[src/rtl/micro_hash_core_if.sv]
// micro_hash_core_if: start/header/nonce request and digest/status response bundle
interface micro_hash_core_if;
  logic        inicio;
  logic [95:0] bloque_bytes;
  logic [31:0] nonce;
  logic        ocupado;
  logic        terminado;
  logic [23:0] hash;
  modport master (output inicio, bloque_bytes, nonce, input ocupado, terminado, hash);
  modport slave (input inicio, bloque_bytes, nonce, output ocupado, terminado, hash);
endinterface

[src/rtl/micro_hash_core.sv]
// micro_hash_core: iterative 24-bit hash, one compression round per clock
module micro_hash_core #(
  parameter int ROUNDS = 32
) (
  input  logic             clk,
  input  logic             reset,
  micro_hash_core_if.slave bus
);
  typedef enum logic [1:0] {IDLE, RUN, FIN} state_t;
  localparam logic [7:0] H0 = 8'h01;
  localparam logic [7:0] H1 = 8'h89;
  localparam logic [7:0] H2 = 8'hfe;
  localparam logic [4:0] LAST = 5'(ROUNDS - 1);
  state_t           state_q, state_d;
  logic [4:0]       cnt_q;
  logic [7:0]       a_q, b_q, c_q;
  logic [0:15][7:0] w_q;
  logic [23:0]      hash_q;
  logic             term_q;
  logic [7:0]       k, x, w_new;
  // next state and round mixing terms; rounds 0..16 use xor/0x99, later ones or/0xa1
  always_comb begin
    state_d = (state_q == IDLE) ? (bus.inicio ? RUN : IDLE) :
              (state_q == RUN)  ? ((cnt_q == LAST) ? FIN : RUN) : IDLE;
    k = (cnt_q <= 5'd16) ? 8'h99 : 8'ha1;
    x = (cnt_q <= 5'd16) ? (a_q ^ b_q) : (a_q | b_q);
    w_new = w_q[13] | (w_q[7] ^ w_q[2]);
  end
  // state register
  always_ff @(posedge clk or negedge reset) begin
    if (!reset) state_q <= IDLE;
    else state_q <= state_d;
  end
  // datapath: w_q is a sliding window whose slot 0 always holds W[cnt_q]
  always_ff @(posedge clk or negedge reset) begin
    if (!reset) begin
      cnt_q  <= '0;
      a_q    <= '0;
      b_q    <= '0;
      c_q    <= '0;
      w_q    <= '0;
      hash_q <= '0;
      term_q <= 1'b0;
    end else begin
      term_q <= 1'b0;
      case (state_q)
        IDLE: if (bus.inicio) begin
          w_q   <= {bus.bloque_bytes, bus.nonce};
          a_q   <= H0;
          b_q   <= H1;
          c_q   <= H2;
          cnt_q <= '0;
        end
        RUN: begin
          a_q   <= b_q ^ c_q;
          b_q   <= {c_q[3:0], 4'h0};
          c_q   <= x + k + w_q[0];
          w_q   <= {w_q[1:15], w_new};
          cnt_q <= cnt_q + 5'd1;
        end
        FIN: begin
          hash_q <= {H0 + a_q, H1 + b_q, H2 + c_q};
          term_q <= 1'b1;
        end
        default: ;
      endcase
    end
  end
  assign bus.ocupado   = (state_q != IDLE) | term_q;
  assign bus.terminado = term_q;
  assign bus.hash      = hash_q;
endmodule

[src/flat_wrapper.sv]
// flat-port wrapper written by rule: the top's interface ports become plain ports
module micro_hash_core_flat 
#(
  parameter int ROUNDS = 32
)
  (clk, reset, bus_inicio, bus_bloque_bytes, bus_nonce, bus_ocupado, bus_terminado, bus_hash);
  micro_hash_core_if bus_i ();
  input  logic clk;
  input  logic reset;
  input wire logic [$bits(bus_i.inicio)-1:0] bus_inicio;
  input wire logic [$bits(bus_i.bloque_bytes)-1:0] bus_bloque_bytes;
  input wire logic [$bits(bus_i.nonce)-1:0] bus_nonce;
  output wire logic [$bits(bus_i.ocupado)-1:0] bus_ocupado;
  output wire logic [$bits(bus_i.terminado)-1:0] bus_terminado;
  output wire logic [$bits(bus_i.hash)-1:0] bus_hash;
  assign bus_i.inicio = bus_inicio;
  assign bus_i.bloque_bytes = bus_bloque_bytes;
  assign bus_i.nonce = bus_nonce;
  assign bus_ocupado = bus_i.ocupado;
  assign bus_terminado = bus_i.terminado;
  assign bus_hash = bus_i.hash;
  micro_hash_core #(.ROUNDS(ROUNDS)) u_core (.clk(clk), .reset(reset), .bus(bus_i));
endmodule
[config.mk]
export PLATFORM = sky130hd
export DESIGN_NAME = micro_hash_core_flat
export DESIGN_NICKNAME = d
export VERILOG_FILES = /design/src/rtl/micro_hash_core_if.sv /design/src/rtl/micro_hash_core.sv /design/src/flat_wrapper.sv
export SDC_FILE = /design/constraint.sdc
export NUM_CORES = 1
export LEC_CHECK = 0
export BUFFER_PORTS_ARGS = -buffer_cell sky130_fd_sc_hd__buf_2
export CAP_MARGIN = 20
export CORE_ASPECT_RATIO = 1.4
export CORE_MARGIN = 3
export CORE_UTILIZATION = 55
export CTS_BUF_LIST = sky130_fd_sc_hd__clkbuf_4 sky130_fd_sc_hd__clkbuf_8 sky130_fd_sc_hd__clkbuf_16
export DETAILED_ROUTE_END_ITERATION = 7
export GPL_TIMING_DRIVEN = 0
export MAX_ROUTING_LAYER = met4
export PLACE_DENSITY = 0.86
export SLEW_MARGIN = 15
export SYNTH_ARGS = -nofsm -noshare
export SYNTH_HDL_FRONTEND = slang
export SYNTH_SLANG_ARGS = --single-unit
[constraint.sdc]
create_clock -name clk -period 4 [get_ports clk]
set_input_delay 0.6 -clock clk [delete_from_list [all_inputs] [get_ports clk]]
set_output_delay 0.6 -clock clk [all_outputs]
set_load 0.01 [all_outputs]
==> results of run 1 <==
==> per-stage QoR <==
stage | area [µm²] | total power (W) | std cells | hold slack, ps | worst slack [ps]
finish | 9759 | 0.008399 | 1233 | 170.1 | 661.0
global placement | 9133 | 0.006468 | 1197 | 455.5 | -391.5
global route | 9759 | 0.009026 | 1233 | 229.5 | 417.8
detailed placement | 9170 | 0.006662 | 1198 | 464.6 | 762.2
CTS | 9752 | 0.008381 | 1230 | 210.2 | 695.8
floorplan | 8125 | 0.005656 | 857 | 304.4 | 1121
==> state kept, by name (all words and copies together), names as in the netlist <==
| signal | flops |
|---|---|
| u_core.bus.hash | 22 |
| u_core.bus.terminado | 1 |
| u_core.cnt_q | 5 |
| u_core.state_q | 2 |
| u_core.w_q | 128 |
| u_core.b_q | 3 |
| u_core.a_q | 8 |
| u_core.c_q | 8 |
==> metal layers <==
| layer | up-vias | wire [µm] | track usage (%) |
|---|---|---|---|
| met5 | - | 0 | - |
| met4 | 0 | 892 | 14.02 |
| met3 | 76 | 1730 | 6.862 |
| met2 | 340 | 11570 | 48.61 |
| met1 | 3415 | 7933 | 33.23 |
| li1 | 3314 | - | - |
==> synth_stat cells (all sizes together) <==
library cell / instances
nor2: 238
dfrtp: 177
o22ai: 112
nand2: 65
buf: 41
o21ai: 39
xnor2: 28
ha: 25
inv: 21
clkbuf: 20
nand3: 15
a31oi: 11
a32oi: 8
nor3: 6
a21oi: 5
a21o: 4
mux2: 4
mux2i: 3
nor3b: 3
o211ai: 3
o31ai: 3
xor2: 3
and3: 2
nand2b: 2
nand4: 2
nor2b: 2
or3: 2
or3b: 2
a211oi: 1
a21bo: 1
a311o: 1
a31o: 1
and2: 1
conb: 1
fa: 1
nor4: 1
o21a: 1
o21bai: 1
o2bb2ai: 1
==> final cells by class <==
cell class              count  area (µm²)  area share (%)
repair buffers            156       813.3           8.333
plain buffers              61       366.6           3.756
well taps                 185       231.5           2.372
diodes                      3       7.507         0.07692
flip-flops and latches    177        4429           45.38
multi-input cells         598        3251           33.31
clock buffers              18       439.2           4.500
clock inverters            14       142.6           1.462
inverters                  21       78.83          0.8077
==> logic make-up (layout without fill, tap and decap cells) <==
| group | after synthesis | after routing | synth area share, % |
|---|---|---|---|
| mux | 7 | 7 | 0.9239 |
| fa+ha+maj | 26 | 26 | 4.096 |
| simple gates | 341 | 341 | 16.89 |
| xor+xnor | 31 | 31 | 3.342 |
| other cells | 1 | 4 | 0.04615 |
| buf+inv | 82 | 270 | 5.482 |
| flops | 177 | 177 | 54.51 |
| compound gates | 192 | 192 | 14.71 |
==> power breakdown <==
part           internal [W]  switching, W  leakage (nW)
Sequential          0.00250      0.000539          1.86
Combinational       0.00162       0.00211          2.13
Clock              0.000848      0.000778         0.288
==> critical path: cells and delay by family, from the launching register on <==
family / cells / cell delay [ps]
adders and majority gates: 4 / 910
and+or+nand+nor: 4 / 780
AOI/OAI and AO/OA: 4 / 660
buffers and inverters: 4 / 460
DFF: 1 / 400
==> worst min-delay path by stage <==
stage	startpoint	to	slack (ps)	cells after the start
floorplan	reset	u_core.a_q[0]	300	0
global placement	u_core.bus.hash[22]	u_core.bus.hash[22]	460	2
detailed placement	u_core.bus.hash[21]	u_core.bus.hash[21]	460	2
CTS	reset	u_core.bus.hash[16]	210	1
global route	reset	u_core.bus.hash[16]	230	1
finish	reset	u_core.bus.hash[16]	170	1
==> impl_results.md, run 1 <==
- Status: complete, no violations
- DRC: 0
- Fin nets: 1189
- YS warnings: 0
- Post-cts resize count: 0
- Layout cell share with drive strength beyond 1: 22.20%
- IO buf count: 155
- Syn Area/Cell: 9.481 µm²
- Seq/Total Area, Yosys: 54.51%
- First-pass GRT wire length: 35.49 mm
- Drt first pass iters: 6
- Drt wl/cell: 17.94 µm
- Core ar.: 14170 µm²
- Die area: 16290 µm²
- Die span in y: 149.8 µm
- Post-synthesis instance total: 857
- Worst path slowest cell: fa_1
- CTS H-tree lvls: 4
- Number of global-route vias before repair: 7087
- Max FO, Critical Path: 10
- Initial core utilization: 57.36%
- CP cell instances: inv_1 -> ha_1 -> or3b_4 -> nand2_1 -> buf_2 -> a21oi_1 -> ha_1 -> inv_1 -> ha_1 -> inv_1 -> fa_1 -> nor2b_1 -> o31ai_1 -> o2bb2ai_1 -> a211oi_1 -> nor3b_1
- CTS tree: yes
- R2R Setup Slk: 660 ps
- Worst skew pair latency: 430 ps
- Worst-path clk slew: 70 ps
- Top post-synthesis cells by area: dfrtp_1, nor2_1, o22ai_1, ha_1, xnor2_1
- Clk buf depth: 2
- Grt total ovfl: 0
- Most frequent cells in the layout: nor2_1, dfrtp_1, buf_2
- ANT nets after route: 0
- Top Ports: 157
- Initial antenna violation count: 3
- Worst r2r dst: u_core.c_q[7]
- Worst R2R Start: u_core.cnt_q[1]
- Setup CP Type: reg2reg
- Clock buffer count from CTS: 17
- Crit path launch: u_core.cnt_q[1]
- Num rows: 51
- Least-Margin Pin Slew: 690.6 ps
- Die W: 108.7 µm
- Most common cell after layout, fill and taps aside: nor2_1
- Worst path max stage delay: 410 ps
- Data arrival time of the worst path: 3640 ps
- Fin crit share: 83.47%
- Cts hold-fix bufs: 0
- Crit. End Element: register
- Post-CTS Setup Bufs: 0
- Hold Crit Class: in2async
- Post-route setup TNS: 0 ps
- Fill cells: 1066
- Area Growth Syn to Fin: 20.11%
- Worst Path Required: 4310 ps
- RSZ-0062 raised after global routing: no
- Largest net degree at the start of global routing: 90
- Clock sink count: 177
- Critical Path Source Type: register
- Leakage Power: 4.273 nW
- DR vias/cell: 5.795
- Drt first-iter violations: 605
- WL final: 22.12 mm
- Final HPWL DP: 15.96 mm
- Worst reg-to-reg path cell count: 16
- Capture point of the critical path: u_core.c_q[7]
- Util after Layout: 68.89%
- Yosys top cell area share: 54.51%
- Syn Nets: 1014
- Final hold violation count: 0
- Worst slew margin: 53.96%
- Clk root buf: clkbuf_16
- Area leader, netlist: dfrtp_1
- Setup violators final: 0
- Routability cong.: 0.8886
- Synth unique cells: 46
- Yosys reg bits: 177
- IR drop worst, VDD: 0.0004176 V
- Slew Viols, Final: 0
- DR vias: 7145
- Fmax: 299.5 MHz
- Max-Cap Viols: 0
- Mapped cell area: 8125 µm²
- GRT Total Usage: 29.28%
- Minimum clock period after layout: 3339 ps
- Clock skew after layout: 9.603 ps
- P per Cell Area: 860.6 nW/µm²
(Power assumes the default switching activity.)
==> run 2: changes to the inputs <==
Settings changed: CORE_UTILIZATION 55 to 50, PLACE_DENSITY 0.86 to 0.83.
Clock period 4 ns to 3 ns, I/O delays scaled along.
==> impl_results.md, run 2 (same netlist as run 1, synthesis figures left out) <==
- Status: complete, no violations
- GRT Total Usage: 25.65%
- Worst path slowest cell: dfrtp_1
- Max FO, Critical Path: 7
- Number of flip-flops in the largest register: 128
- Die area: 17840 µm²
- Critical Path Source Type: register
- Most common cell after layout, fill and taps aside: nor2_1
- DR vias: 7018
- Fmax: 349.4 MHz
- ANT nets after route: 0
- DRC: 0
- Clock buffer count from CTS: 17
- CP Buf/Inv Count: 4
- Drt first pass iters: 5
- Comb pwr share: 46.5%
- Die W: 113.7 µm
- CTS tree: yes
- Grt total ovfl: 0
- Layout cell share with drive strength beyond 1: 24.10%
- Crit. End Element: register
- Clk root buf: clkbuf_16
- Clock sink count: 177
- Clock skew after layout: 8.006 ps
- WHS: 32.90 ps
- Minimum clock period after layout: 2862 ps
- Drt first-iter violations: 616
- P per Cell Area: 1183 nW/µm²
- Worst R2R Start: u_core.cnt_q[1]
- Core ar.: 15740 µm²
- First-pass GRT wire length: 34.49 mm
- Area Growth Syn to Fin: 22.21%
- Leakage Power: 4.308 nW
- Fin nets: 1196
- Die span in y: 156.8 µm
- IR drop worst, VDD: 0.0006705 V
- Routability cong.: 0.8821
- Worst-path clk slew: 70 ps
- Top Ports: 157
- Initial antenna violation count: 4
- Worst r2r dst: u_core.c_q[7]
- IO buf count: 155
- GR peak layer: met2
- Switching Share: 39.65%
- Cts hold-fix bufs: 0
- Hold Crit Class: in2async
- Drt wl/cell: 17.94 µm
- Final HPWL DP: 16.13 mm
- Num rows: 54
- Net Sw Power: 0.004657 W
- Pint: 0.007088 W
- Most flops, register: u_core.w_q
- Final hold violation count: 0
- Sequential power share: 34.7%
- Worst path top cell family by delay: simple AND/OR/NAND/NOR gates
- Setup CP Type: reg2reg
- Worst skew pair latency: 430 ps
- Fin crit share: 95.41%
- CTS H-tree lvls: 4
- Worst path max stage delay: 400 ps
- Largest net degree at the start of global routing: 96
- R2R Setup Slk: 140 ps
- Met3 Usage GRT: 5.919%
- Least-Margin Pin Slew: 730.0 ps
- Worst setup margin: 137.8 ps
- DR vias/cell: 5.610
- Data arrival time of the worst path: 3170 ps
- Clk buf depth: 2
- Clock share of power: 18.9%
- Met1 GRT Util: 28.78%
- DP Worst Slack: -236.1 ps
- Worst reg-to-reg path cell count: 17
- Number of global-route vias before repair: 7020
- Post-route setup TNS: 0 ps
- WL final: 22.45 mm
- Initial core utilization: 51.61%
- CP cell instances: inv_2 -> ha_1 -> or3b_4 -> nand2_2 -> buf_6 -> nor2_1 -> a21oi_2 -> ha_2 -> inv_1 -> ha_2 -> inv_2 -> fa_2 -> nor2b_4 -> o31ai_4 -> o2bb2ai_2 -> nand4_1 -> nor3b_1
- Setup violators final: 0
- Worst slew margin: 51.33%
- Slew Viols, Final: 0
- Met2 usage: 43.64%
- Worst Path Required: 3310 ps
- Max-Cap Viols: 0
- Most frequent cells in the layout: nor2_1, dfrtp_1, buf_2
run 2: cell count changes in the layout (fill, tap and decap cells not counted), sizes merged:
cell,delta
buf,+7
bufinv,+2
clkbuf,+2
clkinv,-4
clkinvlp,+1
diode,+2
inv,-3
run 2: power groups by stage:
stage	logic, W	clock network, W	registers [W]
3_5_place_dp	0.00483	0	0.00407
3_3_place_gp	0.00461	0	0.00403
6_report	0.00546	0.00222	0.00407
4_1_cts	0.00512	0.00223	0.00403
5_1_grt	0.00604	0.00232	0.00415
2_1_floorplan	0.00369	0	0.00385
run 2: repair_timing:
item                                    in CTS  in global routing
setup buffers                                5                  2
resized for setup                           11                  9
endpoints found under the setup margin       3                  2
pin swaps                                    4                  3
gates cloned                                 0                  0
run 2: through the flow:
step	power [W]	area (µm²)	util (%)	std cells
4_1_cts	0.01139	9848	62.56	1244
3_5_place_dp	0.008897	9184	58.34	1209
5_1_grt	0.01252	9927	63.06	1250
6_report	0.01175	9930	63.07	1251
3_3_place_gp	0.008643	9146	58.10	1208
2_1_floorplan	0.007541	8125	-	857
run 2: how the worst max path moves through the flow:
| stage | from | endpoint | slack, ps | depth (start not counted) |
|---|---|---|---|---|
| global placement | reset | u_core.bus.hash[0] | -1260 | 1 |
| CTS | u_core.cnt_q[1] | u_core.c_q[7] | 20 | 17 |
| detailed placement | u_core.cnt_q[0] | u_core.c_q[7] | -240 | 16 |
| global route | u_core.cnt_q[0] | u_core.c_q[7] | -10 | 17 |
| floorplan | u_core.cnt_q[0] | u_core.c_q[7] | 120 | 13 |
| finish | u_core.cnt_q[1] | u_core.c_q[7] | 140 | 17 |
run 2: per-layer routing:
| metal | vias up | share of wire, % |
|---|---|---|
| li1 | 3324 | - |
| met1 | 3339 | 37 |
| met2 | 296 | 52 |
| met3 | 59 | 7.1 |
| met4 | 0 | 3.8 |
| met5 | - | 0 |
run 2: worst register-to-register path: stages, from the launching register on:
cell	delay [ps]
dfrtp_1	400
inv_2	60
ha_1	130
or3b_4	380
nand2_2	90
buf_6	130
nor2_1	60
a21oi_2	110
ha_2	180
inv_1	40
ha_2	170
inv_2	50
fa_2	230
nor2b_4	60
o31ai_4	210
o2bb2ai_2	170
nand4_1	110
nor3b_1	150
run 2: final cells by class:
type	instances	area, µm²
Sequential cell	177	4429
Timing Repair Buffer	163	865.8
Buffer	61	372.9
Multi-Input combinational cell	598	3343
Clock buffer	20	454.2
Antenna cell	5	12.51
Inverter	21	78.83
Fill cell	1306	5813
Tap cell	196	245.2
Clock inverter	10	127.6
==> run 3: changes to the inputs <==
Settings changed: CORE_UTILIZATION 50 to 55, PLACE_DENSITY 0.83 to 0.86.
Clock period 3 ns to 3.3 ns, I/O delays scaled along.
==> impl_results.md, run 3 (same netlist as run 1, synthesis figures left out) <==
- Routability cong.: 0.8886
- CTS H-tree lvls: 4
- Grt total ovfl: 0
- Slew Viols, Final: 0
- Fin crit share: 96.11%
- Leakage Power: 4.280 nW
- Data arrival time of the worst path: 3480 ps
- Worst path max stage delay: 420 ps
- Final hold violation count: 0
- Clock skew after layout: 9.073 ps
- IO buf count: 155
- DRC: 0
- Setup violators final: 0
- Initial core utilization: 57.36%
- Clk buf depth: 2
- Final Power: 0.01041 W
- Number of flip-flops in the largest register: 128
- Clk root buf: clkbuf_16
- Die span in y: 149.8 µm
- DR vias/cell: 5.779
- Final HPWL DP: 15.96 mm
- IR drop worst, VDD: 0.0005357 V
- Net Sw Power: 0.004295 W
- Largest net degree at the start of global routing: 90
- Comb pwr share: 45.5%
- Number of global-route vias before repair: 7087
- Worst-path clk slew: 70 ps
- Critical Path Source Type: register
- R2R Setup Slk: 130 ps
- Post-CTS Setup Bufs: 0
- Fin nets: 1189
- Minimum clock period after layout: 3172 ps
- Core ar.: 14170 µm²
- Worst Path Required: 3610 ps
- Num rows: 51
- Least-Margin Pin Slew: 712.8 ps
- Cts hold-fix bufs: 0
- P per Cell Area: 1062 nW/µm²
- Status: complete, no violations
- Die area: 16290 µm²
- Drt first pass iters: 6
- # placed instances: 1198
- Top Ports: 157
- GRT Total Usage: 29.28%
- Crit. End Element: register
- Max FO, Critical Path: 10
- DP Worst Slack: 62.23 ps
- RSZ-0062 raised after global routing: yes
- ANT nets after route: 0
- Clock buffer count from CTS: 17
- Clock share of power: 19.0%
- CP most frequent cell: ha_1
- Layout cell share with drive strength beyond 1: 22.68%
- Layout Cells excl Fill: 1233
- Switching Share: 41.26%
- Fmax: 315.3 MHz
- WL final: 22.34 mm
- Worst skew pair latency: 430 ps
- First-pass GRT wire length: 35.49 mm
- DR vias: 7125
- CTS tree: yes
- CP cell instances: inv_1 -> ha_1 -> or3b_4 -> nand2_1 -> buf_6 -> mux2_2 -> ha_1 -> ha_1 -> o21a_1 -> o31ai_4 -> o2bb2ai_2 -> a211oi_2 -> nor3b_1
- Die W: 108.7 µm
- Setup CP Type: reg2reg
- Most common cell after layout, fill and taps aside: nor2_1
- Pint: 0.006114 W
- Worst slew margin: 52.48%
- Most frequent cells in the layout: nor2_1, dfrtp_1, buf_2
- Drt first-iter violations: 613
- Area Growth Syn to Fin: 20.60%
- Sequential power share: 35.5%
- Most flops, register: u_core.w_q
- Clock sink count: 177
- Initial antenna violation count: 3
- Worst setup margin: 128.4 ps
- Max-Cap Viols: 0
- WHS: 47.60 ps
- Drt wl/cell: 18.12 µm
- Hold Crit Class: in2async
- Worst path slowest cell: dfrtp_1
## run 3: cell types whose count changed in the layout (fill, tap and decap cells not counted), sizes merged
| cell | delta |
|---|---|
| buf | -7 |
| bufinv | -2 |
| clkbuf | -2 |
| clkinv | +4 |
| clkinvlp | -1 |
| diode | -2 |
| inv | +3 |
## run 3: stage by stage
stage               TNS, ps  utilization [%]  instance area, µm²
floorplan                 0                -                8125
global placement    -172910            64.47                9133
detailed placement        0            64.73                9170
CTS                       0            68.86                9754
global route         -71.30            69.18                9799
finish                    0            69.18                9799
## run 3: metal layers
layer  GRT usage, %  part of all wire [%]  vias to the layer above
li1               -                     -                     3305
met2          48.61                    53                      335
met4          14.02                   3.8                        0
met3          6.862                   6.9                       69
met1          33.23                    37                     3416
met5              -                     0                        -
## run 3: final timing paths
path                                    startpoint                   to  depth (start not counted)
worst max register to register     u_core.cnt_q[0]        u_core.c_q[7]                         13
min in group clk                     bus_nonce[26]       u_core.w_q[26]                          3
worst max-delay path               u_core.cnt_q[0]        u_core.c_q[7]                         13
worst min register to register  u_core.bus.hash[1]   u_core.bus.hash[1]                          2
max in group asynchronous                    reset       u_core.w_q[24]                          2
worst min-delay path                         reset  u_core.bus.hash[16]                          1
## run 3: cell type report
cell class	instances	area, µm²
flip-flops and latches	177	4429
fillers	1058	4367
multi-input cells	598	3284
repair buffers	156	813.3
clock buffers	18	439.2
plain buffers	61	372.9
well taps	185	231.5
clock inverters	14	142.6
inverters	21	78.83
diodes	3	7.507
## run 3: worst max-delay path: cells and delay by family, from the launching register on
family,cells,cell delay [ps]
adder cells (fa/ha/maj),3,770
AO/OA/AOI/OAI,4,650
AND/OR/NAND/NOR,3,610
flip-flops,1,420
multiplexers,1,350
buffers and inverters,2,240
## run 3: power by group through the flow
stage	combinational [W]	sequential, W	clock, W
2_1_floorplan	0.00335	0.00350	0
3_3_place_gp	0.00418	0.00366	0
3_5_place_dp	0.00438	0.00370	0
4_1_cts	0.00452	0.00367	0.00198
5_1_grt	0.00529	0.00377	0.00208
6_report	0.00474	0.00369	0.00198
## run 3: repair_timing
item                       CTS  global route
hold endpoints to repair     0             0
pin swaps                    0             0
setup endpoints to repair    1             2
gates resized for setup      1             7
